## src/rtl/mem_arbiter.sv

```systemverilog
// Byte-wide RAM port arbiter: grants IF fetches or MEM loads/stores and walks each
// request as sequential byte transactions, assembling read data little-endian.
//
// state      | meaning
// S_IDLE     | port free; samples requests, MEM ahead of IF
// S_IF_XFER  | IF fetch in progress (reads only, cancellable by flush)
// S_MEM_XFER | MEM load/store in progress, non-preemptive
// S_DONE     | one-cycle ready pulse to the owner, then back to idle
module mem_arbiter #(
   parameter int ADDR_W      = 32,
   parameter int FETCH_BYTES = 4
) (
   input  logic              i_clk,
   input  logic              i_rst_n,
   input  logic              i_if_req,
   input  logic [ADDR_W-1:0] i_if_addr,
   input  logic              i_if_flush,
   output logic              o_if_ready,
   output logic [31:0]       o_if_data,
   input  logic [1:0]        i_mem_req,
   input  logic [1:0]        i_mem_size,
   input  logic [ADDR_W-1:0] i_mem_addr,
   input  logic [31:0]       i_mem_wdata,
   output logic              o_mem_ready,
   output logic [31:0]       o_mem_rdata,
   output logic [ADDR_W-1:0] o_ram_a,
   output logic [7:0]        o_ram_dout,
   output logic              o_ram_wr,
   input  logic [7:0]        i_ram_din,
   output logic [1:0]        o_grant
);

   typedef enum logic [1:0] {S_IDLE, S_IF_XFER, S_MEM_XFER, S_DONE} state_t;

   localparam logic [2:0] LP_FETCH_N = 3'(FETCH_BYTES);

   state_t            r_state;
   logic [ADDR_W-1:0] r_base;
   logic [2:0]        r_nbytes;
   logic [2:0]        r_cnt;
   logic              r_store;
   logic [31:0]       r_wdata;
   logic [31:0]       r_rdata;

   logic              r_if_ready;
   logic [31:0]       r_if_data;
   logic              r_mem_ready;
   logic [31:0]       r_mem_rdata;
   logic [ADDR_W-1:0] r_ram_a;
   logic [7:0]        r_ram_dout;
   logic              r_ram_wr;
   logic [1:0]        r_grant;

   logic              w_mem_go;
   logic              w_if_go;
   logic              w_mem_store;
   logic [2:0]        w_mem_n;
   logic              w_last_issue;
   logic [1:0]        w_cap_idx;
   logic [31:0]       w_rdata_next;
   logic [ADDR_W-1:0] w_next_a;

   assign w_mem_go     = (i_mem_req == 2'b01) || (i_mem_req == 2'b10);
   assign w_mem_store  = (i_mem_req == 2'b10);
   assign w_if_go      = i_if_req && !i_if_flush;
   assign w_last_issue = (r_cnt == r_nbytes - 3'd1);
   assign w_cap_idx    = 2'(r_cnt - 3'd1);
   assign w_next_a     = r_base + ADDR_W'(r_cnt + 3'd1);

   always_comb begin
      w_mem_n = 3'd4;
      case (i_mem_size)
         2'b00:   w_mem_n = 3'd1;
         2'b01:   w_mem_n = 3'd2;
         default: w_mem_n = 3'd4;
      endcase
   end

   // RAM data lags its address by one cycle, so the byte arriving now belongs to r_cnt-1.
   always_comb begin
      w_rdata_next = r_rdata;
      w_rdata_next[{w_cap_idx, 3'b000} +: 8] = i_ram_din;
   end

   always_ff @(posedge i_clk or negedge i_rst_n) begin
      if (!i_rst_n) begin
         r_state     <= S_IDLE;
         r_base      <= '0;
         r_nbytes    <= '0;
         r_cnt       <= '0;
         r_store     <= 1'b0;
         r_wdata     <= '0;
         r_rdata     <= '0;
         r_if_ready  <= 1'b0;
         r_if_data   <= '0;
         r_mem_ready <= 1'b0;
         r_mem_rdata <= '0;
         r_ram_a     <= '0;
         r_ram_dout  <= '0;
         r_ram_wr    <= 1'b0;
         r_grant     <= 2'b00;
      end else begin
         r_if_ready  <= 1'b0;
         r_mem_ready <= 1'b0;
         case (r_state)
            S_IDLE: begin
               r_ram_a    <= '0;
               r_ram_dout <= '0;
               r_ram_wr   <= 1'b0;
               r_grant    <= 2'b00;
               r_cnt      <= '0;
               r_rdata    <= '0;
               if (w_mem_go) begin
                  r_state    <= S_MEM_XFER;
                  r_store    <= w_mem_store;
                  r_nbytes   <= w_mem_n;
                  r_base     <= i_mem_addr;
                  r_wdata    <= i_mem_wdata;
                  r_ram_a    <= i_mem_addr;
                  r_ram_wr   <= w_mem_store;
                  r_ram_dout <= w_mem_store ? i_mem_wdata[7:0] : 8'h00;
                  r_grant    <= 2'b10;
               end else if (w_if_go) begin
                  r_state  <= S_IF_XFER;
                  r_store  <= 1'b0;
                  r_nbytes <= LP_FETCH_N;
                  r_base   <= i_if_addr;
                  r_wdata  <= '0;
                  r_ram_a  <= i_if_addr;
                  r_grant  <= 2'b01;
               end
            end
            S_IF_XFER, S_MEM_XFER: begin
               if (r_state == S_IF_XFER && i_if_flush) begin
                  r_state    <= S_IDLE;
                  r_ram_a    <= '0;
                  r_ram_dout <= '0;
                  r_ram_wr   <= 1'b0;
                  r_grant    <= 2'b00;
               end else begin
                  if (!r_store && r_cnt != 3'd0) r_rdata <= w_rdata_next;
                  if (r_cnt == r_nbytes) begin
                     r_state <= S_DONE;
                     r_ram_a <= '0;
                     r_grant <= 2'b00;
                     if (r_state == S_IF_XFER) begin
                        r_if_ready <= 1'b1;
                        r_if_data  <= w_rdata_next;
                     end else begin
                        r_mem_ready <= 1'b1;
                        r_mem_rdata <= w_rdata_next;
                     end
                  end else if (w_last_issue) begin
                     if (r_store) begin
                        r_state     <= S_DONE;
                        r_mem_ready <= 1'b1;
                        r_ram_a     <= '0;
                        r_ram_dout  <= '0;
                        r_ram_wr    <= 1'b0;
                        r_grant     <= 2'b00;
                     end else begin
                        // extra capture cycle: address holds on the last byte
                        r_cnt    <= r_nbytes;
                        r_ram_wr <= 1'b0;
                     end
                  end else begin
                     r_cnt      <= r_cnt + 3'd1;
                     r_ram_a    <= w_next_a;
                     r_wdata    <= {8'h00, r_wdata[31:8]};
                     r_ram_dout <= r_store ? r_wdata[15:8] : 8'h00;
                     r_ram_wr   <= r_store;
                  end
               end
            end
            S_DONE: begin
               r_state    <= S_IDLE;
               r_ram_a    <= '0;
               r_ram_dout <= '0;
               r_ram_wr   <= 1'b0;
               r_grant    <= 2'b00;
            end
            default: r_state <= S_IDLE;
         endcase
      end
   end

   assign o_if_ready  = r_if_ready;
   assign o_if_data   = r_if_data;
   assign o_mem_ready = r_mem_ready;
   assign o_mem_rdata = r_mem_rdata;
   assign o_ram_a     = r_ram_a;
   assign o_ram_dout  = r_ram_dout;
   assign o_ram_wr    = r_ram_wr;
   assign o_grant     = r_grant;

endmodule

```

## config.mk

```make
export PLATFORM = sky130hd
export DESIGN_NAME = mem_arbiter
export DESIGN_NICKNAME = d
export VERILOG_FILES = /design/src/rtl/mem_arbiter.sv
export SDC_FILE = /design/constraint.sdc
export NUM_CORES = 1
export LEC_CHECK = 0
export BUFFER_PORTS_ARGS = -buffer_cell sky130_fd_sc_hd__buf_2
export CAP_MARGIN = 30
export CORE_MARGIN = 2
export CORE_UTILIZATION = 59
export DETAILED_ROUTE_END_ITERATION = 10
export HOLD_SLACK_MARGIN = 0.06
export PLACE_DENSITY_LB_ADDON = 0.25
export SETUP_SLACK_MARGIN = 0.1
export SYNTH_ARGS = -nofsm -noshare
export SYNTH_HDL_FRONTEND = slang
export SYNTH_SLANG_ARGS = --single-unit
```

## constraint.sdc

```tcl
create_clock -name i_clk -period 5.8 [get_ports i_clk]
set_clock_uncertainty 0.1 [all_clocks]
set_input_delay 1.16 -clock i_clk [delete_from_list [all_inputs] [get_ports i_clk]]
set_output_delay 1.16 -clock i_clk [all_outputs]
set_load 0.1 [all_outputs]
```

# After elaboration in Yosys (flattened, before gate mapping)
# Index checks and enable logic that the tools add are counted.
[totals]
ramBits = 0
regBits = 214
latchBits = 0
output_inout_bits = 109
n_memories = 0
inputBits = 112
mem_bits_ro = 0
[op_classes]
bitwise_logic = 2
n_div = 0
muxes = 66
reduce_logical = 21
eq_ne = 19
n_lt_le_gt_ge = 0
shift = 2
n_addsub = 6
mul = 0
[op_table]
columns = ["operator", "count"]
rows = [
  ["2-to-1 mux 32 bit", 15],
  ["case mux 32 bit (2 select lines)", 2],
  ["case mux 32 bit (3 select lines)", 1],
  ["2-to-1 mux 8 bit", 7],
  ["adder 32 x 4 -> 32 bit", 1],
  ["bitwise mux 32 bit", 1],
  ["variable shift 8 x 7 -> 32 bit (first input constant)", 1],
  ["variable part select 8 x 7 -> 32 bit", 1],
  ["case mux 8 bit (3 select lines)", 1],
  ["2-to-1 mux 2 bit", 11],
  ["2-to-1 mux 3 bit", 6],
  ["2-to-1 mux 1 bit", 17],
  ["!= test 4 bit (second input constant)", 3],
  ["case mux 2 bit (3 select lines)", 2],
  ["case mux 3 bit (2 select lines)", 2],
  ["AND reduction 4 bit", 3],
  ["!= test 3 bit (second input constant)", 3],
  ["!= test 2 bit (second input constant)", 4],
  ["negation 5 -> 7 bit", 1],
  ["== test 2 x 1 -> 1 bit (second input constant)", 3],
  ["== test 2 bit (second input constant)", 3],
  ["== test 3 bit", 2],
  ["AND reduction 2 bit", 3],
  ["AND reduction 3 bit", 2],
  ["other kinds (15)", 21],
]

# Logic depth before layout (Yosys ltp)
# Gate-level depths: netlist of the first run.
[logic_depth]
ltp_word = 7
mapped_depth = 10

# Worst setup path before layout of the first run
# OpenSTA, ideal clock, no wires.
[synth_timing]
kind = "input -> register"
startpoint = "in i_mem_req[0]"
endpoint = "reg r_nbytes[2]"
slack_ns = 2.880
stages = 7
arrival_time_ns = 2.687
n_path_buf = 2
t_required_ns = 5.567
setup_ns = 0.133
path_cell_list = "inv_1 -> ha_1 -> inv_1 -> o21ai_1 -> clkbuf_1 -> buf_1 -> a21oi_1"
[synth_via]
elab_chain_len = 4
word_cells_on_any_way = 6
[synth_rtl]
columns = ["element", "line", "rtl"]
rows = [
  ["from (decl)", "20", "input logic [1:0] i_mem_req,"],
  ["== test 2 x 1 -> 1 bit or == test 2 bit (tied branches)", "63", "assign w_mem_go = (i_mem_req == 2'b01) || (i_mem_req == 2'b10);"],
  ["logical OR 1 bit (*)", "63", ""],
  ["nonzero test 2 bit (no source line)", "-", ""],
  ["AND reduction 2 bit (no source line)", "-", ""],
  ["to (signal assigned)", "116", "r_nbytes <= w_mem_n;"],
  ["to (decl)", "39", "logic [2:0] r_nbytes;"],
]
# Every way passes the cells marked *; elsewhere a longest branch is shown, timed or not.
# A chain may end at the register's enable or synchronous reset.

# Worst setup path after layout of the first run
[layout_timing]
startpoint = "in i_mem_req[0]"
endpoint = "reg r_wdata[23]"
[layout_via]
elab_chain_len = 4
word_cells_on_any_way = 7
[layout_rtl]
columns = ["element", "line", "rtl"]
rows = [
  ["== test 2 x 1 -> 1 bit or == test 2 bit (tied branches)", "63", ""],
  ["logical OR 1 bit (*)", "63", ""],
  ["!= test 3 bit (no source line) or 2-to-1 mux 32 bit (tied branches)", "-", ""],
  ["AND reduction 5 bit (no source line) or case mux 32 bit (2 select lines) (tied branches)", "-", ""],
  ["to (signal assigned)", "118", "r_wdata <= i_mem_wdata;"],
  ["to (signal assigned)", "169", "r_wdata <= {8'h00, r_wdata[31:8]};"],
  ["to (decl)", "42", "logic [31:0] r_wdata;"],
]
# Marked as above.

==> impl_metrics.ini, run 1 <==
[power]
swShare_pct = 52.73
power_density_mw_per_mm2 = 655.1
clkPwrFrac_pct = 17.3
combinationalPowerShare_pct = 53.6
p_sw_mw = 4.111
power.share.sequential_pct = 29.1
fin_total_pwr_mw = 7.796
power.leakage_nw = 5.932
internal_power_mw = 3.686
vdd_drop_max_mv = 0.3595

[yosys]
synth_fp_nets = 1178
syn-cell-area_sq_mm = 0.01000
synth_area_leaders = dfrtp_1, o21ai_0, nand2_1, nand3_1, a31oi_1
synth-seq-cells = 206
ys_types = 70
yosys.area.top_type_share_pct = 51.54
yosys.area.top_type = dfrtp_1
synth_warnings = 0
syn_inst = 1050
async_reset_ff_share_pct = 100.0
syn_avg_cell_area_sq_um = 9.526
ys.flop_type = dfrtp_1
synth_edf_count = 0
synth_seq_area_share_pct = 51.54

[clock_tree]
cts_resized = 0
cts_setup_buffers = 0
cts_buffers = 22
cts_tree = yes
cts-root-buf = clkbuf_16
ctsHoldBuffers = 0
clockBufferDepth = 3
path_clk_slew_ps = 50
htree_levels = 1
insertion_delay_ps = 500
cts_sinks = 206

[global_routing]
grt_max_degree = 120
grt_pass1_wl_microns = 40900
grt_pass1_vias = 8198
grt_antenna_before_repair = 1
grt-ovfl-total = 0
grt_usage_pct = 27.84

[timing]
rsz0062_at_grt = no
slew_violations = 0
finalSetupTns_ps = 0
finalSetupViolCount = 0
timing.hold.ws_ps = 362.3
timing.fmax_ghz = 0.3131
final.setup.worst_slack_ps = 2607
hold_viol_final = 0
worst_pin_slew_ps = 970.6
slew-limit-headroom_pct = 35.14
period_share_pct = 55.06
fin_crit_ps = 3193

[place]
pre_cts_slack_ps = 2144
numPortBuffers = 220
place_area_sq_mm = 0.01118
dp_hpwl_microns = 17140
place.gp.congestion = 0.8419
placed_cells = 1433

[critical_path]
cp-end-kind = register
cpMostUsedCell = buf_4
path_cells = buf_2 > inv_1 > ha_2 > buf_4 > nand2_1 > nor2_1 > buf_4 > or2_1 > o21ai_0
critPathMaxFanout = 52
cp_data_required_time_ps = 6040
worstSetupPathType = input pin to register
cpLargestDelayFamily = buffers and inverters
startpoint_type = input pin
cp_num_buf_inv = 4
cp_slowest_stage_delay_ps = 570
slowest_stage = or2_1
worstPathArrival_ps = 3440

[cells_and_area]
mostFrequentLayoutCell = buf_2
fin_cells = 1469
area_growth_pct = 18.99
layout-drive-gt1-share_pct = 23.72
finalNetCount = 1366
final_util_pct = 71.77
nFillCells = 1267
design_area_sq_mm = 0.01190
most-common-layout-cells = buf_2, dfrtp_1, o21ai_0

[drt]
met1Wirelength_microns = 11020
wirelength_microns = 24970
topRoutingLayerUsed = met4
firstDrtPassIters = 5
wl_met3_microns = 2122
initialDrtViolationCount = 471
drc_errors = 0
postRouteAntennaNets = 0
wl_per_cell_microns = 17.00
via_count = 8485
met2_length_microns = 11330
vias_per_cell = 5.776

[min_path]
hold_path.class = input pin to async pin

[status]
status = completed

[floorplan]
die-area_sq_mm = 0.01801
initial_core_util_pct = 60.31
fp.dieH_microns = 134.2
ios = 221
rows = 47
dieWidth_microns = 134.2
core_sq_mm = 0.01658

[job]
cap_violations = 0
## cells by family after synthesis
| logic type | count (synthesis) | share of synthesized area, % |
|---|---|---|
| flops | 206 | 51.54 |
| mux | 26 | 2.715 |
| xor+xnor | 25 | 2.402 |
| simple gates | 339 | 16.34 |
| fa+ha+maj | 16 | 2.077 |
| buf+inv | 107 | 4.778 |
| compound gates | 331 | 20.15 |
## synth_stat cells (9+ instances only)
cell type and instances:
o21ai_0 155, a21o_1 14, mux2_2 9, nand4_1 13, mux2i_1 17, buf_2 11, clkbuf_1 43, nand2_1 146
nor2b_1 38, nand3_1 49, a22o_1 19, ha_1 15, inv_1 36, a31oi_1 38, a22oi_1 25, nor3_1 9
dfrtp_1 206, a21oi_1 18, o21ai_1 24, xor2_1 16, nor2_1 47
## worst paths after layout
check | slack, ps | from | cells after the start | end
min | 360 | i_rst_n | 1 | r_wdata[30]
min in group i_clk | 370 | o_mem_rdata[28] | 2 | o_mem_rdata[28]
max | 2610 | i_mem_req[0] | 9 | r_wdata[23]
min reg2reg | 370 | o_mem_rdata[28] | 2 | o_mem_rdata[28]
max reg2reg | 2680 | r_state[1] | 7 | o_ram_a[9]
max in group asynchronous | 3940 | i_rst_n | 3 | r_rdata[6]
## final cells by class
type | count | area [sq um] | area share, %
Antenna cell | 1 | 2.502 | 0.02103
Clock buffer | 29 | 626.9 | 5.267
Tap cell | 220 | 275.3 | 2.313
Inverter | 37 | 138.9 | 1.167
Clock inverter | 5 | 61.31 | 0.5151
Multi-Input combinational cell | 737 | 4387 | 36.86
Sequential cell | 206 | 5155 | 43.31
Timing Repair Buffer | 234 | 1255 | 10.54
## power by group through the flow
| stage | logic, mW | registers [mW] | clock network [mW] |
|---|---|---|---|
| after global placement | 4.08 | 2.27 | 0 |
| after global routing | 4.52 | 2.32 | 1.43 |
| final | 4.18 | 2.27 | 1.35 |
| after floorplan | 1.93 | 3.70 | 0 |
| after CTS | 4.18 | 2.26 | 1.37 |
| after detailed placement | 4.17 | 2.28 | 0 |
## sequential cells by signal (all words and copies together), names as in the netlist
signal and cells:
r_state 2, o_grant 2, o_mem_ready 1, r_base 32
o_if_data 32, o_mem_rdata 32, r_store 1, r_nbytes 3
o_if_ready 1, r_wdata 24, o_ram_wr 1, o_ram_dout 8
r_cnt 3, r_rdata 32, o_ram_a 32
## layer usage
| metal | track usage (%) | vias to the layer above |
|---|---|---|
| li1 | - | 4075 |
| met1 | 40.28 | 4047 |
| met2 | 42.77 | 318 |
| met3 | 6.311 | 45 |
| met4 | 7.485 | 0 |
| met5 | 0 | - |
(Power assumes the default switching activity.)
==> run 2, diff against run 1 <==
--- a/config.mk
+++ b/config.mk
@@ -5,10 +5,11 @@
 export SDC_FILE = /design/constraint.sdc
 export NUM_CORES = 1
 export LEC_CHECK = 0
+export ABC_AREA = 1
 export BUFFER_PORTS_ARGS = -buffer_cell sky130_fd_sc_hd__buf_2
 export CAP_MARGIN = 30
 export CORE_MARGIN = 2
-export CORE_UTILIZATION = 59
+export CORE_UTILIZATION = 50
 export DETAILED_ROUTE_END_ITERATION = 10
 export HOLD_SLACK_MARGIN = 0.06
 export PLACE_DENSITY_LB_ADDON = 0.25
==> constraint.sdc (replaced) <==
create_clock -name i_clk -period 2.65 [get_ports i_clk]
set_clock_uncertainty 0.1 [all_clocks]
set_input_delay 0.53 -clock i_clk [delete_from_list [all_inputs] [get_ports i_clk]]
set_output_delay 0.53 -clock i_clk [all_outputs]
set_load 0.1 [all_outputs]
==> run 2 against run 1 <==
Via count is 12% higher. Flip-flop and latch count is the same. Clock power rose by 130%. Critical path depth is 1 higher. Cell count grew 26%. Setup slack worse by 2300 ps. Register-to-register slack got worse by 2400 ps. Final area is 6.8% higher. First-iteration DRC count grew 8.7%. Synthesized area is 5.3% higher. Hold slack worse by 200 ps.
==> impl_metrics.ini, run 2 <==
[power]
power.share.sequential_pct = 27.2
swShare_pct = 53.91
p_sw_mw = 9.520
combinationalPowerShare_pct = 55.3
power.leakage_nw = 6.664
clkPwrFrac_pct = 17.5
power_density_mw_per_mm2 = 1390
vdd_drop_max_mv = 0.6914
internal_power_mw = 8.139

[critical_path]
path_depth = 10
rr_worst_depth = 10
cp_num_buf_inv = 3
critPathMaxFanout = 21
cp-end-kind = register
startpoint_type = register
cp_data_required_time_ps = 2970
worstSetupPathType = register to register
cp_slowest_stage_delay_ps = 400
path_cells = ha_1 > nand2_1 > inv_1 > nor2_4 > nand2_1 > inv_2 > nand3_4 > inv_2 > nand3_1 > a21oi_1
cpLargestDelayFamily = simple AND/OR/NAND/NOR gates
worstPathArrival_ps = 2680
slowest_stage = dfrtp_1

[yosys]
ys.flop_type = dfrtp_1
synth_seq_area_share_pct = 48.95
async_reset_ff_share_pct = 100.0
synth-seq-cells = 206
yosys.area.top_type_share_pct = 48.95
synth_common_cells = nand2_1, dfrtp_1, inv_1
synth_area_leaders = dfrtp_1, nand2_1, inv_1, o21ai_0, nand3_1
syn_avg_cell_area_sq_um = 7.829
synth_edf_count = 0
yosys.area.top_type = dfrtp_1
synth_warnings = 0
syn-cell-area_sq_mm = 0.01053
ys_types = 37
syn_inst = 1345
yosysMostFrequentCell = nand2_1
synth_fp_nets = 1473

[clock_tree]
path_clk_slew_ps = 60
cts_tree = yes
insertion_delay_ps = 500
cts_setup_buffers = 0
cts_buffers = 23
cts_sinks = 206
htree_levels = 1
clockBufferDepth = 3
cts-root-buf = clkbuf_16

[floorplan]
core_sq_mm = 0.02082
ios = 221
fp.dieH_microns = 149.1
rows = 53
dieWidth_microns = 149.1
initial_core_util_pct = 50.57
die-area_sq_mm = 0.02224

[global_routing]
grt-ovfl-total = 0
grt_max_degree = 76
use_met3_pct = 3.119
grt_antenna_before_repair = 0
busiest_layer = met2
grt_pass1_vias = 8996
grtUsageMet2_pct = 40.55
grt.met1_usage_pct = 32.83
grt_usage_pct = 24.32
grt_pass1_wl_microns = 44170

[drt]
drc_errors = 0
postRouteAntennaNets = 0
initialDrtViolationCount = 512
firstDrtPassIters = 5
wirelength_microns = 27190
vias_per_cell = 5.135
via_count = 9490
wl_per_cell_microns = 14.71

[place]
place_area_sq_mm = 0.01195
place.gp.congestion = 0.9278
dp_hpwl_microns = 19520
numPortBuffers = 220
placed_cells = 1805

[timing]
finalSetupViolCount = 0
rsz0062_at_grt = no
fin_crit_ps = 2358
hold_viol_final = 0
slew_violations = 0
finalSetupTns_ps = 0
slew-limit-headroom_pct = 57.61
timing.hold.ws_ps = 161.9
period_share_pct = 88.99
worst_pin_slew_ps = 635.9
timing.fmax_ghz = 0.4241

[cells_and_area]
multi_input_area_sq_mm = 0.004513
nFillCells = 1910
design_area_sq_mm = 0.01271
layout-drive-gt1-share_pct = 20.41
most-common-layout-cells = nand2_1, buf_2, dfrtp_1
final_util_pct = 61.02
finalNetCount = 1685
ff_latch_area_sq_mm = 0.005155
fin_cells = 1848
area_growth_pct = 20.66
mostFrequentLayoutCell = nand2_1
n_antenna_cell = 0

[min_path]
hold_depth = 2
hold_path.class = input pin to register

[status]
status = completed

[job]
cap_violations = 0
-- run 2: changes by cell type after synthesis, sizes merged, moves of 27 or more --
cell / before / now
nand3: 50 / 85
a31oi: 38 / 9
nor2b: 38 / 0
inv: 36 / 148
nor2: 47 / 112
o21a: 5 / 32
nand2: 146 / 437
o21ai: 179 / 137
-- run 2: timing repair --
action / 4_1_cts / 5_1_grt
endpoints found under the hold margin: 70 / 0
hold buffers: 1 / 0
gates resized for setup: 0 / 1
endpoints found under the setup margin: 0 / 8
-- run 2: kinds of logic (layout without fill, tap and decap cells) --
| family | after synthesis | in the layout | share of synthesized area, % |
|---|---|---|---|
| AO/OA/AOI/OAI | 251 | 251 | 13.88 |
| XOR/XNOR | 13 | 13 | 1.081 |
| adder cells (fa/ha/maj) | 16 | 16 | 1.972 |
| buffers and inverters | 208 | 435 | 8.306 |
| flip-flops | 206 | 206 | 48.95 |
| AND/OR/NAND/NOR | 651 | 652 | 25.81 |
-- run 2: power groups by stage --
stage | Sequential (mW) | Clock [mW] | Combinational (mW)
floorplan | 8.51 | 0 | 4.10
global placement | 4.83 | 0 | 9.60
detailed placement | 4.85 | 0 | 9.73
CTS | 4.80 | 3.15 | 9.76
global route | 4.92 | 3.28 | 10.6
finish | 4.81 | 3.09 | 9.76
-- run 2: cell type report --
type | instances | share of cell area (%)
Inverter | 149 | 4.421
Clock inverter | 9 | 0.5711
Timing Repair Buffer | 245 | 11.02
Sequential cell | 206 | 40.57
Multi-Input combinational cell | 932 | 35.52
Clock buffer | 32 | 5.190
Tap cell | 275 | 2.708
-- run 2: per-layer routing --
metal	routed length (microns)	share of wire (%)
met1	11770	43
met2	13010	48
met3	1492	5.5
met4	916	3.4
met5	0	0
-- run 2: final timing paths --
| path | from | endpoint | slack, ps |
|---|---|---|---|
| worst max-delay path | r_state[0] | o_ram_a[16] | 290 |
| worst min-delay path | i_mem_size[0] | r_nbytes[0] | 160 |
| worst max register to register | r_state[0] | o_ram_a[16] | 290 |
| worst min register to register | o_mem_rdata[16] | o_mem_rdata[16] | 380 |
| max in group asynchronous | i_rst_n | o_mem_rdata[27] | 1160 |
| min in group asynchronous | i_rst_n | o_if_data[5] | 510 |
-- run 2: worst register-to-register path, stage by stage (launching register included) --
cell and delay (ps):
dfrtp_1 400, ha_1 290, nand2_1 110, inv_1 70, nor2_4 210, nand2_1 100
inv_2 120, nand3_4 160, inv_2 360, nand3_1 190, a21oi_1 180
-- run 2: stage by stage --
step,power (mW),setup slack [ps]
2_1_floorplan,12.62,567.6
3_3_place_gp,14.43,410.0
3_5_place_dp,14.57,338.3
4_1_cts,17.71,320.8
5_1_grt,18.77,137.2
6_report,17.66,291.9
==> run 3, diff against run 2 <==
--- a/config.mk
+++ b/config.mk
@@ -8,8 +8,9 @@
 export ABC_AREA = 1
 export BUFFER_PORTS_ARGS = -buffer_cell sky130_fd_sc_hd__buf_2
 export CAP_MARGIN = 30
-export CORE_MARGIN = 2
+export CORE_MARGIN = 3
 export CORE_UTILIZATION = 50
+export CTS_CLUSTER_SIZE = 12
 export DETAILED_ROUTE_END_ITERATION = 10
 export HOLD_SLACK_MARGIN = 0.06
 export PLACE_DENSITY_LB_ADDON = 0.25
==> run 3 against run 2 <==
Combinational power fell by 0.8%. Fmax rose by 1.9%. Setup slack improved by 45 ps. Sequential share of layout area rose by 0.18 points. Register-to-register slack improved by 40 ps. Final area fell by 0.44%. Flip-flop and latch count did not move. Wire length rose by 0.30%. Global-route usage fell by 0.82 points. Via count rose by 0.51%. Critical path type unchanged.
==> impl_metrics.ini, run 3 (synthesized netlist as in run 2, its figures left out) <==
[floorplan]
rows = 52
core_sq_mm = 0.02049
die-area_sq_mm = 0.02284
initial_core_util_pct = 51.38
dieWidth_microns = 151.1
ios = 221
fp.dieH_microns = 151.1

[drt]
via_count = 9538
drc_errors = 0
initialDrtViolationCount = 464
postRouteAntennaNets = 0
vias_per_cell = 5.184
wirelength_microns = 27270
firstDrtPassIters = 5
wl_per_cell_microns = 14.82

[critical_path]
rr_worst_depth = 11
worstSetupStartpoint = r_nbytes[1]
r2r_start = r_nbytes[1]
r2r-end = o_ram_dout[7]
crit_end = o_ram_dout[7]
cp_data_required_time_ps = 2940
worstSetupPathType = register to register
startpoint_type = register
slowest_stage = dfrtp_1
path_cells = inv_1 > ha_1 > xnor2_1 > nor2_4 > nand2_4 > inv_4 > nand3_4 > nand2_2 > inv_1 > nand2_1 > nand2_1
critPathMaxFanout = 25
reg2reg_slack_ps = 340
cp-end-kind = register
cp_slowest_stage_delay_ps = 380
worstPathArrival_ps = 2610

[cells_and_area]
fin_cells = 1840
finalNetCount = 1684
mostFrequentLayoutCell = nand2_1
most-common-layout-cells = nand2_1, buf_2, dfrtp_1
layout-drive-gt1-share_pct = 20.32
n_antenna_cell = 0
area_growth_pct = 20.13
design_area_sq_mm = 0.01265

[place]
place_area_sq_mm = 0.01192
dp_hpwl_microns = 19580
place.gp.congestion = 0.8971
pre_cts_slack_ps = 307.8
placed_cells = 1800
numPortBuffers = 220

[timing]
slew_violations = 0
timing.fmax_ghz = 0.4323
slew-limit-headroom_pct = 58.48
worst_pin_slew_ps = 622.7
rsz0062_at_grt = no
finalSetupViolCount = 0
hold_viol_final = 0
final.setup.worst_slack_ps = 336.6
period_share_pct = 87.30
fin_crit_ps = 2313
finalSetupTns_ps = 0

[job]
cap_violations = 0

[power]
combinationalPowerShare_pct = 55.2
internal_power_mw = 8.066
fin_total_pwr_mw = 17.55
p_sw_mw = 9.484
power.leakage_nw = 6.645
power.share.sequential_pct = 27.4
swShare_pct = 54.04
vdd_drop_max_mv = 0.9247
clkPwrFrac_pct = 17.4
power_density_mw_per_mm2 = 1387

[global_routing]
grt-ovfl-total = 0
grt_max_degree = 69
grt_pass1_wl_microns = 44100
grt_usage_pct = 23.51
grt_pass1_vias = 9072
grt_antenna_before_repair = 0

[clock_tree]
cts_sinks = 206
cts-root-buf = clkbuf_16
insertion_delay_ps = 510
cts_buffers = 23
htree_levels = 1
cts_setup_buffers = 0
cts_tree = yes
path_clk_slew_ps = 60
clockBufferDepth = 3

[status]
status = completed

[min_path]
hold_path.class = input pin to register
run 3: cell count changes in the layout (fill, tap and decap cells not counted):
cell	delta
nand3_2	-1
nand2_1	-1
clkinv_2	-1
clkbuf_8	-1
buf_4	+2
clkinvlp_4	-1
buf_12	-2
nand2_2	+1
inv_6	+1
run 3: repair_timing:
action	in CTS	in global routing
resized for setup	0	2
hold buffers	1	0
hold endpoints to repair	62	0
setup endpoints to repair	0	8
run 3: metal layers:
| layer | track usage (%) | vias up | wire length (microns) |
|---|---|---|---|
| li1 | - | 4734 | - |
| met1 | 31.53 | 4481 | 11940 |
| met5 | 0 | - | 0 |
| met2 | 40.77 | 282 | 13340 |
| met4 | 5.802 | 0 | 568 |
| met3 | 2.932 | 41 | 1417 |
run 3: worst min path at each step:
stage / startpoint / endpoint / depth (start not counted)
floorplan: i_rst_n / o_grant[0] / 0
global placement: o_if_data[5] / o_if_data[5] / 2
finish: i_mem_size[0] / r_nbytes[0] / 2
global route: i_mem_size[0] / r_nbytes[0] / 2
CTS: i_mem_size[0] / r_nbytes[0] / 2
detailed placement: o_if_data[29] / o_if_data[29] / 2
run 3: critical path: cells and delay by family (launching register included):
kind	cells	cell delay [ps]
adders and majority gates	1	290
and+or+nand+nor	6	900
DFF	1	380
buffers and inverters	3	340
xor gates and xnor gates	1	170
run 3: area by class of cell:
cell class              instances  area (sq um)
inverters                     149         561.8
well taps                     270         337.8
clock inverters                 8         68.82
clock buffers                  31         645.6
flip-flops and latches        206          5155
repair buffers                245          1375
multi-input cells             931          4506
fillers                      1860          7845
run 3: power groups by stage:
stage	clock network (mW)	logic [mW]	registers (mW)
after detailed placement	0	9.68	4.84
after global routing	3.23	10.5	4.92
after CTS	3.12	9.72	4.80
after floorplan	0	4.10	8.51
final	3.05	9.68	4.81
after global placement	0	9.51	4.82
run 3: per-stage QoR:
stage | utilization (%) | hold WS [ps]
floorplan | - | 134.4
global placement | 58.16 | 360.8
detailed placement | 58.16 | 367.7
CTS | 61.70 | 134.5
global route | 61.72 | 148.9
finish | 61.72 | 155.1
